==> src/rtl/naneye_out_pkg.sv <==
// naneye_out_pkg: shared state encoding and FIFO entry layout for the NanEye output formatter
package naneye_out_pkg;

    typedef enum logic [1:0] {WAIT, LINE, BLANK} state_t;

    localparam int PIX_POS = 0;

    function automatic int entry_w(input int dw);
        return dw + 3;
    endfunction

    function automatic int pv_pos(input int dw);
        return dw;
    endfunction

    function automatic int eol_pos(input int dw);
        return dw + 1;
    endfunction

    function automatic int sof_pos(input int dw);
        return dw + 2;
    endfunction

endpackage

==> src/rtl/naneye_out_fifo.sv <==
// naneye_out_fifo: synchronous FIFO with occupancy count that accepts a write into a full FIFO when a pop happens in the same cycle
module naneye_out_fifo #(
    parameter int W     = 13,
    parameter int DEPTH = 16
) (
    input  logic                       SCLOCK,
    input  logic                       RESET,
    input  logic                       wr_en,
    input  logic [W-1:0]               wr_data,
    input  logic                       rd_en,
    output logic [W-1:0]               rd_data,
    output logic [$clog2(DEPTH):0]     count,
    output logic                       empty,
    output logic                       wr_ok
);
    localparam int AW = $clog2(DEPTH);

    logic [W-1:0]  mem [DEPTH];
    logic [AW-1:0] wr_ptr, rd_ptr;
    logic          rd_ok;

    assign empty   = count == '0;
    assign rd_ok   = rd_en && !empty;
    assign wr_ok   = wr_en && (count != (AW+1)'(DEPTH) || rd_ok);
    assign rd_data = mem[rd_ptr];

    always_ff @(posedge SCLOCK) begin
        if (wr_ok) mem[wr_ptr] <= wr_data;
    end

    always_ff @(posedge SCLOCK) begin
        if (RESET) begin
            wr_ptr <= '0;
            rd_ptr <= '0;
            count  <= '0;
        end else begin
            wr_ptr <= wr_ok ? wr_ptr + 1'b1 : wr_ptr;
            rd_ptr <= rd_ok ? rd_ptr + 1'b1 : rd_ptr;
            count  <= count + (AW+1)'(wr_ok) - (AW+1)'(rd_ok);
        end
    end

endmodule

==> src/rtl/naneye_out_fmt.sv <==
// naneye_out_fmt: re-paces bursty NanEye pixel strobes into an evenly clocked PAR_OUT/H_SYNC/V_SYNC/PCLK video stream
module naneye_out_fmt
    import naneye_out_pkg::*;
#(
    parameter int D_WIDTH    = 10,
    parameter int PCLK_DIV   = 8,
    parameter int FIFO_DEPTH = 16,
    parameter int PREFILL    = 8,
    parameter int HB_MIN     = 4,
    parameter int VS_WIDTH   = 2
) (
    input  logic               SCLOCK,
    input  logic               RESET,
    input  logic [D_WIDTH-1:0] PAR_IN,
    input  logic               PAR_EN,
    input  logic               LINE_END,
    input  logic               FRAME_SYNC,
    output logic [D_WIDTH-1:0] PAR_OUT,
    output logic               H_SYNC,
    output logic               V_SYNC,
    output logic               PCLK,
    output logic               OVERFLOW,
    output logic               UNDERRUN
);
    localparam int EW   = entry_w(D_WIDTH);
    localparam int CW   = $clog2(FIFO_DEPTH) + 1;
    localparam int DIVW = $clog2(PCLK_DIV);
    localparam int HBW  = $clog2(HB_MIN + 1);
    localparam int VSW  = $clog2(VS_WIDTH + 1);

    state_t             state, state_n;
    logic [DIVW-1:0]    div_cnt, div_n;
    logic [EW-1:0]      head;
    logic [CW-1:0]      count, eol_cnt, eol_n;
    logic [HBW-1:0]     hb_cnt, hb_n;
    logic [VSW-1:0]     vs_cnt, vs_n;
    logic [D_WIDTH-1:0] par_n, hd_pix;
    logic               tick, empty, wr_en, wr_ok, pop, h_n, und_n;
    logic               hd_sof, hd_eol, hd_pv;

    assign tick   = div_cnt == DIVW'(PCLK_DIV - 1);
    assign div_n  = tick ? '0 : div_cnt + 1'b1;
    assign wr_en  = PAR_EN | LINE_END | FRAME_SYNC;
    assign hd_sof = head[sof_pos(D_WIDTH)];
    assign hd_eol = head[eol_pos(D_WIDTH)];
    assign hd_pv  = head[pv_pos(D_WIDTH)];
    assign hd_pix = head[PIX_POS +: D_WIDTH];

    naneye_out_fifo #(
        .W     (EW),
        .DEPTH (FIFO_DEPTH)
    ) u_fifo (
        .SCLOCK  (SCLOCK),
        .RESET   (RESET),
        .wr_en   (wr_en),
        .wr_data ({FRAME_SYNC, LINE_END, PAR_EN, PAR_IN}),
        .rd_en   (pop),
        .rd_data (head),
        .count   (count),
        .empty   (empty),
        .wr_ok   (wr_ok)
    );

    // A pixel+eol pop keeps H_SYNC high for its own tick; a flag-only eol drops it at once.
    always_comb begin
        state_n = state;
        pop     = 1'b0;
        h_n     = H_SYNC;
        par_n   = PAR_OUT;
        hb_n    = hb_cnt;
        und_n   = UNDERRUN;
        if (tick) begin
            case (state)
                WAIT: begin
                    if (!empty && (!hd_pv || count >= CW'(PREFILL) || eol_cnt != '0)) begin
                        pop     = 1'b1;
                        par_n   = hd_pv ? hd_pix : PAR_OUT;
                        h_n     = hd_pv;
                        state_n = hd_eol ? BLANK : (hd_pv ? LINE : WAIT);
                    end
                end
                LINE: begin
                    if (empty) begin
                        und_n = 1'b1;
                    end else begin
                        pop     = 1'b1;
                        par_n   = hd_pv ? hd_pix : PAR_OUT;
                        h_n     = hd_eol ? hd_pv : H_SYNC;
                        state_n = hd_eol ? BLANK : LINE;
                    end
                end
                BLANK: begin
                    h_n     = 1'b0;
                    hb_n    = hb_cnt == HBW'(HB_MIN - 1) ? '0 : hb_cnt + 1'b1;
                    state_n = hb_cnt == HBW'(HB_MIN - 1) ? WAIT : BLANK;
                end
                default: state_n = WAIT;
            endcase
        end
        vs_n  = (pop && hd_sof) ? VSW'(VS_WIDTH) : (tick && vs_cnt != '0) ? vs_cnt - 1'b1 : vs_cnt;
        eol_n = eol_cnt + CW'(wr_ok && LINE_END) - CW'(pop && hd_eol);
    end

    always_ff @(posedge SCLOCK) begin
        if (RESET) begin
            state    <= WAIT;
            div_cnt  <= '0;
            PCLK     <= 1'b0;
            PAR_OUT  <= '0;
            H_SYNC   <= 1'b0;
            V_SYNC   <= 1'b0;
            OVERFLOW <= 1'b0;
            UNDERRUN <= 1'b0;
            eol_cnt  <= '0;
            hb_cnt   <= '0;
            vs_cnt   <= '0;
        end else begin
            state    <= state_n;
            div_cnt  <= div_n;
            PCLK     <= div_n >= DIVW'(PCLK_DIV / 2);
            PAR_OUT  <= par_n;
            H_SYNC   <= h_n;
            V_SYNC   <= vs_n != '0;
            OVERFLOW <= OVERFLOW | (wr_en & ~wr_ok);
            UNDERRUN <= und_n;
            eol_cnt  <= eol_n;
            hb_cnt   <= hb_n;
            vs_cnt   <= vs_n;
        end
    end

endmodule

==> config.mk <==
export PLATFORM = sky130hd
export DESIGN_NAME = naneye_out_fmt
export DESIGN_NICKNAME = d
export VERILOG_FILES = /design/src/rtl/naneye_out_pkg.sv /design/src/rtl/naneye_out_fifo.sv /design/src/rtl/naneye_out_fmt.sv
export SDC_FILE = /design/constraint.sdc
export NUM_CORES = 1
export LEC_CHECK = 0
export ABC_AREA = 1
export CAP_MARGIN = 20
export CORE_ASPECT_RATIO = 0.9
export CORE_UTILIZATION = 65
export DETAILED_ROUTE_END_ITERATION = 10
export PLACE_DENSITY = 0.83
export SLEW_MARGIN = 25
export SYNTH_ARGS = -nofsm -noshare
export SYNTH_HDL_FRONTEND = slang
export SYNTH_SLANG_ARGS = --single-unit
==> constraint.sdc <==
create_clock -name SCLOCK -period 5.45 [get_ports SCLOCK]
set_clock_uncertainty 0.05 [all_clocks]
set_input_delay 1.635 -clock SCLOCK [delete_from_list [all_inputs] [get_ports SCLOCK]]
set_output_delay 1.635 -clock SCLOCK [all_outputs]
set_load 0.005 [all_outputs]
==> flow_summary.yaml <==
clock_network:
  cts_root_buf: "clkbuf_16"
  cts-buffers-inserted: 24
  clkLatencyLatePin_ps: 510
  post_cts_buffers: 0
  cts_sinks: 254
  cts_tree: "yes"
  cts_htree_levels: 1
  cts_hold_buf: 0
  path_clk_slew_ps: 60
  clk_path_buf_depth: 3
  cts_resized: 0
cells_and_area:
  area_growth_pct: 12.23
  nets: 976
  drive_gt1_frac: 0.08586
  antenna-diode-count: 0
  final_util: 0.7541
  fin_area_sq_um: 11770
critical_path:
  required_ps: 5830
  critical_path.max_stage_delay_ps: 450
  crit_type: "in -> reg"
  critPathMaxFanout: 17
  path_cells: "clkdlybuf4s50_1 -> buf_4 -> or3_1 -> nand2_8 -> inv_8 -> nand2_1 -> ha_1 -> inv_1 -> ha_1 -> fa_1 -> nand2_1 -> a21oi_1 -> nor2_1 -> o21ai_0 -> a21oi_1"
  r2r_cells: 22
  rr_endpoint: "eol_cnt[4]"
  worst-path-buf-inv: 4
  critPathCaptureType: "flop"
  crit_path_top_delay_cell: "clkdlybuf4s50_1"
  crit_arrival_ps: 4370
  r2r_setup_slack_ps: 1680
  critical_path.top_delay_family: "adder cells"
  crit_path_start_kind: "primary input"
worst_hold_path:
  hold_class: "reg -> reg"
  whs_path_depth: 1
  holdPathEnd: "div_cnt[0]"
  hp-start: "div_cnt[0]"
sta:
  finalSetupViolations: 0
  rsz0062_at_grt: "false"
  worstMarginPinSlew_ps: 696.9
  fin_ws_ps: 1460
  min_period_ps: 3990
  max_freq_mhz: 250.6
  period_share: 0.7321
  slew-limit-headroom: 0.5340
  drv_slew: 0
  tns_ps: 0
  finalHoldViolCount: 0
grt:
  gr-total-overflow: 0
  grt_max_degree: 61
  met3_usage: 0.05452
  grt_antenna_before_repair: 0
  gr-usage-met2: 0.4598
  top_usage_layer: "met2"
  grt.met1_usage: 0.4153
  grt_pass1_vias: 6594
  grt_pass1_wl_um: 36020
  grt_use_total: 0.2929
synthesis:
  synth_area_per_cell_sq_um: 11.61
  yosys.area.top_type: "edfxtp_1"
  synth-seq-cells: 254
  synthFlopType: "edfxtp_1"
  ys_warn_count: 0
  yosys-top-cells-count: "edfxtp_1 (208), nor2_1 (132), nand2_1 (112)"
  synth_top_area_share: 0.5958
  ys_seq_area_frac: 0.6837
  synth_edf_count: 208
  synth_area_leaders: "edfxtp_1 (60%), dfxtp_1 (8.8%), o21ai_0 (5.0%), nor2_1 (4.7%), nand2_1 (4.0%)"
  netlist_area_sq_um: 10480
  synth.net_count: 942
  async_flop_share: 0
  netlist_instances: 903
  yosysMostFrequentCell: "edfxtp_1"
  synth_cell_types: 39
flow_run:
  drv_cap: 0
drt:
  dr.first_iter.drc_count: 993
  routed_wl_um: 23720
  vias: 7219
  wl_per_cell_um: 20.50
  ant_nets: 0
  drc: 0
  first_pass_iters: 6
  via_per_inst: 6.239
placed_design:
  portBuffers: 29
  gp_congestion: 0.8503
  place_area_sq_um: 10980
  pre_cts_ws_ps: 1009
  dp_hpwl_um: 14110
power_and_ir_drop:
  p_per_area_nw_per_um2: 390.7
  power_leakage_nw: 4.259
  irDropWorstVdd_mv: 0.2738
floorplanning:
  die_h_um: 122.5
  start_util: 0.6719
  ios: 30
  dieArea_sq_um: 16640
  die_x_um: 135.9
  rows: 43
  core_sq_um: 15600
status:
  status: "complete, no violations"
-- worst max path at each step --
stage | slack, ps | end | cells past startpoint | from
final | 1460 | eol_cnt[4] | 15 | FRAME_SYNC
after global routing | 1270 | eol_cnt[4] | 15 | FRAME_SYNC
after CTS | 1480 | eol_cnt[4] | 15 | FRAME_SYNC
after detailed placement | 1010 | eol_cnt[4] | 15 | FRAME_SYNC
after global placement | 1070 | eol_cnt[4] | 15 | FRAME_SYNC
after floorplan | 1860 | eol_cnt[4] | 14 | LINE_END
-- state kept, by name, indices dropped and copies added (netlist names), named ones only --
signal,count
div_cnt,2
eol_cnt,5
hb_cnt,3
u_fifo.count,5
u_fifo.rd_ptr,4
state,2
V_SYNC,1
PCLK,1
PAR_OUT,10
UNDERRUN,1
u_fifo.mem,208
vs_cnt,2
H_SYNC,1
u_fifo.wr_ptr,4
OVERFLOW,1
-- kinds of logic (layout without fill, tap and decap cells) --
logic type	after synthesis	after routing	share of synthesized area
buffers and inverters	112	164	0.04762
flip-flops	254	254	0.6837
AO/OA/AOI/OAI	194	194	0.1040
multiplexers	1	1	0.0009549
AND/OR/NAND/NOR	312	312	0.1287
XOR/XNOR	6	6	0.005014
adder cells (fa/ha/maj)	24	24	0.03008
-- through the flow --
| stage | std cells | hold WS (ps) | total power (W) |
|---|---|---|---|
| 3_5_place_dp | 1113 | 374.6 | 0.002981 |
| 6_report | 1157 | 377.9 | 0.004596 |
| 4_1_cts | 1157 | 382.9 | 0.004598 |
| 2_1_floorplan | 903 | 354.3 | 0.002775 |
| 5_1_grt | 1157 | 406.2 | 0.004751 |
| 3_3_place_gp | 1113 | 366.4 | 0.002952 |
-- layer usage --
layer  up-vias  routed length, um
li1       3244                  -
met1      3448               9394
met2       474              11230
met3        53               2453
met4         0                641
met5         -                  0
-- area by class of cell --
class                      instances  area (sq um)
tap                              202         252.7
clock inverter                     5         47.55
multi-input combinational        537          2816
timing repair buffer              55         485.5
fill                             962          3837
clock buffer                      39         738.2
sequential                       254          7171
inverter                          65         254.0
-- power breakdown --
group	total, W	internal [W]	switching (W)	leakage, nW
Combinational	0.000631	0.000212	0.000419	1.61
Clock	0.00164	0.000969	0.000670	0.386
Sequential	0.00233	0.00227	0.0000552	2.26
-- cells in the final DEF (no fill, tap or decap), types with 2 or more instances in the layout --
cell type        instances
nor3_1                   2
edfxtp_1               208
inv_2                    2
buf_4                   26
o21ai_0                104
o21ai_1                  8
fa_1                     2
nand2_1                112
o22ai_1                 21
nor2_2                   2
nand3_1                 47
clkbuf_8                 6
clkbuf_1                 8
o221ai_1                17
o211ai_1                 5
a21oi_2                  2
clkinv_1                 2
clkinv_2                 2
nand2_4                  7
xor2_1                   3
nand2_2                  2
ha_1                    22
clkbuf_16               25
a22oi_1                  2
a21oi_1                 32
xnor2_1                  3
clkdlybuf4s50_1         29
inv_1                   61
nor2_1                 132
a31oi_1                  3
dfxtp_1                 45
nand3_2                  2
Power figures use the tool's default switching activity.
==> edit 1: new RTL, config.mk and constraints unchanged <==
`PREFILL`: 8 -> 6.
--- a/src/rtl/naneye_out_fmt.sv
+++ b/src/rtl/naneye_out_fmt.sv
@@ -6,5 +6,5 @@
     parameter int PCLK_DIV   = 8,
     parameter int FIFO_DEPTH = 16,
-    parameter int PREFILL    = 8,
+    parameter int PREFILL    = 6,
     parameter int HB_MIN     = 4,
     parameter int VS_WIDTH   = 2
Function: changed (Yosys sat finds a counterexample within 10 cycles, from zero or initial values and one cycle with RESET high).
==> edit 1 against the original RTL <==
  * Wire length down 1.5%
  * Design area decreased by 0.34%
  * Synthesized area grew 0.61%
  * Sequential share of layout area grew 0.19 points
  * Sequential cell count unchanged
  * Critical path depth unchanged
  * Core utilization is 0.51 points lower
  * Power is 1.3% lower
  * Critical path type unchanged
  * Via count is 1.6% lower
  * Worst setup slack got worse by 0.13 ns
==> edit 1: results (changes against the original RTL) <==
stage;metric;value;unit;change
global_routing;gr ovfl total;0;;unchanged
power_and_ir_drop;clk pwr;1520;uW;-7%
power_and_ir_drop;Switching Fraction;26.2;%;+1.3 points
global_routing;initial antenna violation count;1;;+1
layout;fill cell count;982;;+2.1%
power_and_ir_drop;Max IR drop VDD;0.000344;V;+26%
detailed_routing;Post-Route M1 WL;9570;um;+1.8%
clocking;CTS Buf Count;24;;unchanged
global_routing;GRT met1 Usage;40.9;%;-0.62 points
placement;routability cong.;0.817;;-4.0%
detailed_routing;met2 wire len;10900;um;-3.3%
detailed_routing;First-pass DRT Iterations;5;;-1
global_routing;grt met3 use;7.06;%;+1.6 points
worst_setup_path;Worst Path Arrival;4.46;ns;+0.09 ns
detailed_routing;Vias per Instance;6.11;;-2.0%
detailed_routing;Starting DRT DRC Count;920;;-7.4%
logic_synthesis;syn avg cell area;11.6;um^2;-0.27%
global_routing;Total GRT Usage;29.5;%;+0.19 points
logic_synthesis;top cells by area, synth;edfxtp_1, dfxtp_1, o21ai_0;;
worst_setup_path;R2R Setup Slk;1.41;ns;-0.27 ns
layout;Final nets;986;;+1.0%
logic_synthesis;syn_nets;952;;+1.1%
power_and_ir_drop;P_comb;673;uW;+6.7%
placement;HPWL Detailed;14100;um;-0.16%
detailed_routing;met3 WL;2260;um;-7.7%
global_routing;routing usage on met2;45.8;%;-0.17 points
global_routing;first-pass GRT wire length;36400;um;+1.0%
run_status;status;completed;;
layout;share of layout cells above drive strength 1;7.81;%;-0.77 points
logic_synthesis;Post-synth top cells;edfxtp_1, nor2_1, nand2_1;;
power_and_ir_drop;static leakage;0.00422;uW;-0.95%
detailed_routing;Detailed Route WL;23400;um;-1.5%
detailed_routing;Wirelength per Cell;20.1;um;-1.9%
global_routing;largest net degree at the start of global routing;107;;+75%
global_routing;vias in the first global route;6787;;+2.9%
logic_synthesis;Seq/Total Area, Yosys;68.0;%;-0.41 points
-- edit 1: critical path: stages --
cell and delay, ns:
clkdlybuf4s50_1 0.40, buf_4 0.20, or3_1 0.52, nand2_8 0.15, inv_6 0.07, nand2_1 0.07
ha_1 0.22, inv_1 0.05, ha_1 0.16, inv_1 0.06, fa_1 0.42, nor3_1 0.23
a211oi_1 0.08, o21ai_0 0.15, a21oi_1 0.05
-- edit 1: metrics by stage --
step	total power (uW)	util, %	setup slack (ns)	hold WS, ns	area [um^2]
after floorplan	2800	-	1.58	0.350	10500
after global placement	3000	70.4	0.884	0.367	11000
after detailed placement	3030	70.4	0.820	0.375	11000
after CTS	4530	74.9	1.36	0.383	11700
after global routing	4710	74.9	1.13	0.402	11700
final	4540	74.9	1.33	0.376	11700
-- edit 1: kinds of logic (layout without fill, tap and decap cells) --
| family | Yosys count | count (layout) | synth area share (%) |
|---|---|---|---|
| AOI/OAI and AO/OA | 200 | 200 | 10.6 |
| xor gates and xnor gates | 4 | 4 | 0.332 |
| adders and majority gates | 26 | 26 | 3.23 |
| buffers and inverters | 110 | 159 | 4.75 |
| DFF | 254 | 254 | 68.0 |
| and+or+nand+nor | 317 | 317 | 13.1 |
-- edit 1: cell type report --
cell class	instances	area [um^2]	area share (%)
clock inverters	4	16.3	0.139
flip-flops and latches	254	7170	61.1
well taps	202	253	2.16
clock buffers	37	681	5.81
multi-input cells	547	2880	24.6
repair buffers	54	478	4.08
inverters	64	250	2.13
-- edit 1: final timing paths --
kind                   start         end  cells past startpoint
setup / recovery      PAR_EN  eol_cnt[4]                     15
hold / removal    div_cnt[0]  div_cnt[0]                      1
setup reg to reg    register  eol_cnt[4]                     22
hold reg to reg   div_cnt[0]  div_cnt[0]                      1
==> edit 2: new RTL, same settings <==
Without the edit above. Make the reset (`RESET`) asynchronous in 2 clocked blocks.
--- a/src/rtl/naneye_out_fifo.sv
+++ b/src/rtl/naneye_out_fifo.sv
@@ -29,5 +29,5 @@
     end
 
-    always_ff @(posedge SCLOCK) begin
+    always_ff @(posedge SCLOCK or posedge RESET) begin
         if (RESET) begin
             wr_ptr <= '0;
--- a/src/rtl/naneye_out_fmt.sv
+++ b/src/rtl/naneye_out_fmt.sv
@@ -102,5 +102,5 @@
     end
 
-    always_ff @(posedge SCLOCK) begin
+    always_ff @(posedge SCLOCK or posedge RESET) begin
         if (RESET) begin
             state    <= WAIT;
Behaviour: differs if RESET is asserted again (counterexample within 10 cycles, from zero or initial values and one cycle with RESET high); with RESET held inactive, the same outputs for 10 cycles.
==> edit 2 against the original RTL <==
  * Non-clock buffer count is 9 lower
  * Sequential share of layout area rose by 1.4 points
  * Sequential power up 7%
  * Wire length shrank 2.3%
  * Design area shrank 0.48%
  * Register-to-register slack lost 0.61 ns
  * Global-route usage fell by 0.096 points
  * Critical path type is now register to register
  * Sequential cell count fell by 4
  * Combinational power increased by 24%
  * Power grew 5.8%
  * Synthesized area up 0.21%
  * Highest routed layer unchanged
  * Worst setup slack worse by 0.39 ns
==> edit 2: results (changes against the original RTL) <==
stage;metric;value;unit;change
run_status;status;completed;;
layout;Buffers excl. clock;46;;-16%
logic_synthesis;Post-Synthesis Cells;896;;-0.78%
logic_synthesis;Compound-Gate Fraction of Synth Area;7.77;%;-2.6 points
global_routing;initial antenna violation count;0;;unchanged
detailed_routing;First-pass DRT Iterations;5;;-1
placement;area post-placement;11000;um^2;-0.20%
layout;Post-Route Utilization;75.0;%;-0.36 points
detailed_routing;met3 WL;2300;um;-6.4%
layout;Reg area;7300;um^2;+1.8%
logic_synthesis;Yosys cell types;37;;-5.1%
layout;multi-input logic area;2770;um^2;-1.8%
worst_setup_path;highest net fanout along the worst path;16;;-1
worst_setup_path;Top delay family on crit path;simple AND/OR/NAND/NOR gates;;
detailed_routing;Post-Route M1 WL;9040;um;-3.8%
power_and_ir_drop;Int Pwr;3560;uW;+3.0%
logic_synthesis;top cells by area, synth;edfxtp_1, dfrtp_1, nand2_1;;
detailed_routing;Starting DRT DRC Count;866;;-13%
global_routing;Total GRT Usage;29.2;%;-0.096 points
detailed_routing;Vias per Instance;6.07;;-2.7%
power_and_ir_drop;Max IR drop VDD;0.000332;V;+21%
layout;Inverters;57;;-12%
global_routing;largest net degree at the start of global routing;74;;+21%
power_and_ir_drop;Seq group;2500;uW;+7%
sta;Slew HR;31.0;%;-22 points
detailed_routing;met2 wire len;10900;um;-3.0%
global_routing;GRT met1 Usage;40.2;%;-1.3 points
placement;routability cong.;0.798;;-6.2%
logic_synthesis;Post-synth top cells;edfxtp_1, nand2_1, nor2_1;;
logic_synthesis;Adder-Cell Fraction of Synth Area;3.00;%;-0.0064 points
detailed_routing;Detailed Route WL;23200;um;-2.3%
layout;Final nets;967;;-0.92%
global_routing;vias in the first global route;6763;;+2.6%
layout;NonClk Buf Share;3.57;%;-0.56 points
placement;HPWL Detailed;13700;um;-2.6%
power_and_ir_drop;combinational fraction of design power;16.1;%;+2.4 points
logic_synthesis;Seq cells post-synth;250;;-1.6%
placement;dpl ws;0.932;ns;-0.0776 ns
layout;multi-input gates;549;;+2.2%
global_routing;first-pass GRT wire length;35800;um;-0.73%
power_and_ir_drop;Clk pwr share;32.6;%;-3.1 points
worst_setup_path;max incr delay on CP;0.68;ns;+0.23 ns
logic_synthesis;mux contribution to synthesized area;0;%;-0.095 points
global_routing;grt met3 use;4.50;%;-0.95 points
layout;share of layout cells above drive strength 1;8.35;%;-0.24 points
layout;fill cell count;972;;+1.0%
layout;Clock-cell share;6.42;%;-0.26 points
layout;Largest regs;u_fifo.mem: 208 flops, PAR_OUT: 10 flops;;
logic_synthesis;Seq/Total Area, Yosys;69.5;%;+1.1 points
worst_setup_path;Worst Path Arrival;4.77;ns;+0.40 ns
floorplan;Row Count;43;;unchanged
global_routing;routing usage on met2;46.0;%;+0.052 points
logic_synthesis;Post-synth ARST share;16.8;%;+17 points
logic_synthesis;XOR/XNOR share of the synthesized area;0.917;%;+0.42 points
layout;Post-Layout Cell Count;1148;;-0.78%
[edit 2: cell types whose count changed in the layout (fill, tap and decap cells not counted), sizes merged, moves of 6 or more]
cell | unedited run | this run
o22ai | 21 | 10
dfrtp | 0 | 42
o221ai | 17 | 0
o21ai | 112 | 80
nor2 | 134 | 102
a211oi | 0 | 10
buf | 26 | 17
clkbuf | 39 | 33
xor2 | 3 | 9
inv | 65 | 58
dfxtp | 46 | 0
nand2 | 122 | 192
[edit 2: path summary, 6_finish.rpt]
path	start	end	slack (ns)	cells past startpoint
max in group asynchronous	RESET	u_fifo.rd_ptr[0]	3.11	2
max	u_fifo.rd_ptr[1]	eol_cnt[4]	1.07	21
max reg2reg	u_fifo.rd_ptr[1]	eol_cnt[4]	1.07	21
min	div_cnt[0]	div_cnt[0]	0.40	1
min in group asynchronous	RESET	hb_cnt[2]	1.58	2
min reg2reg	div_cnt[0]	div_cnt[0]	0.40	1
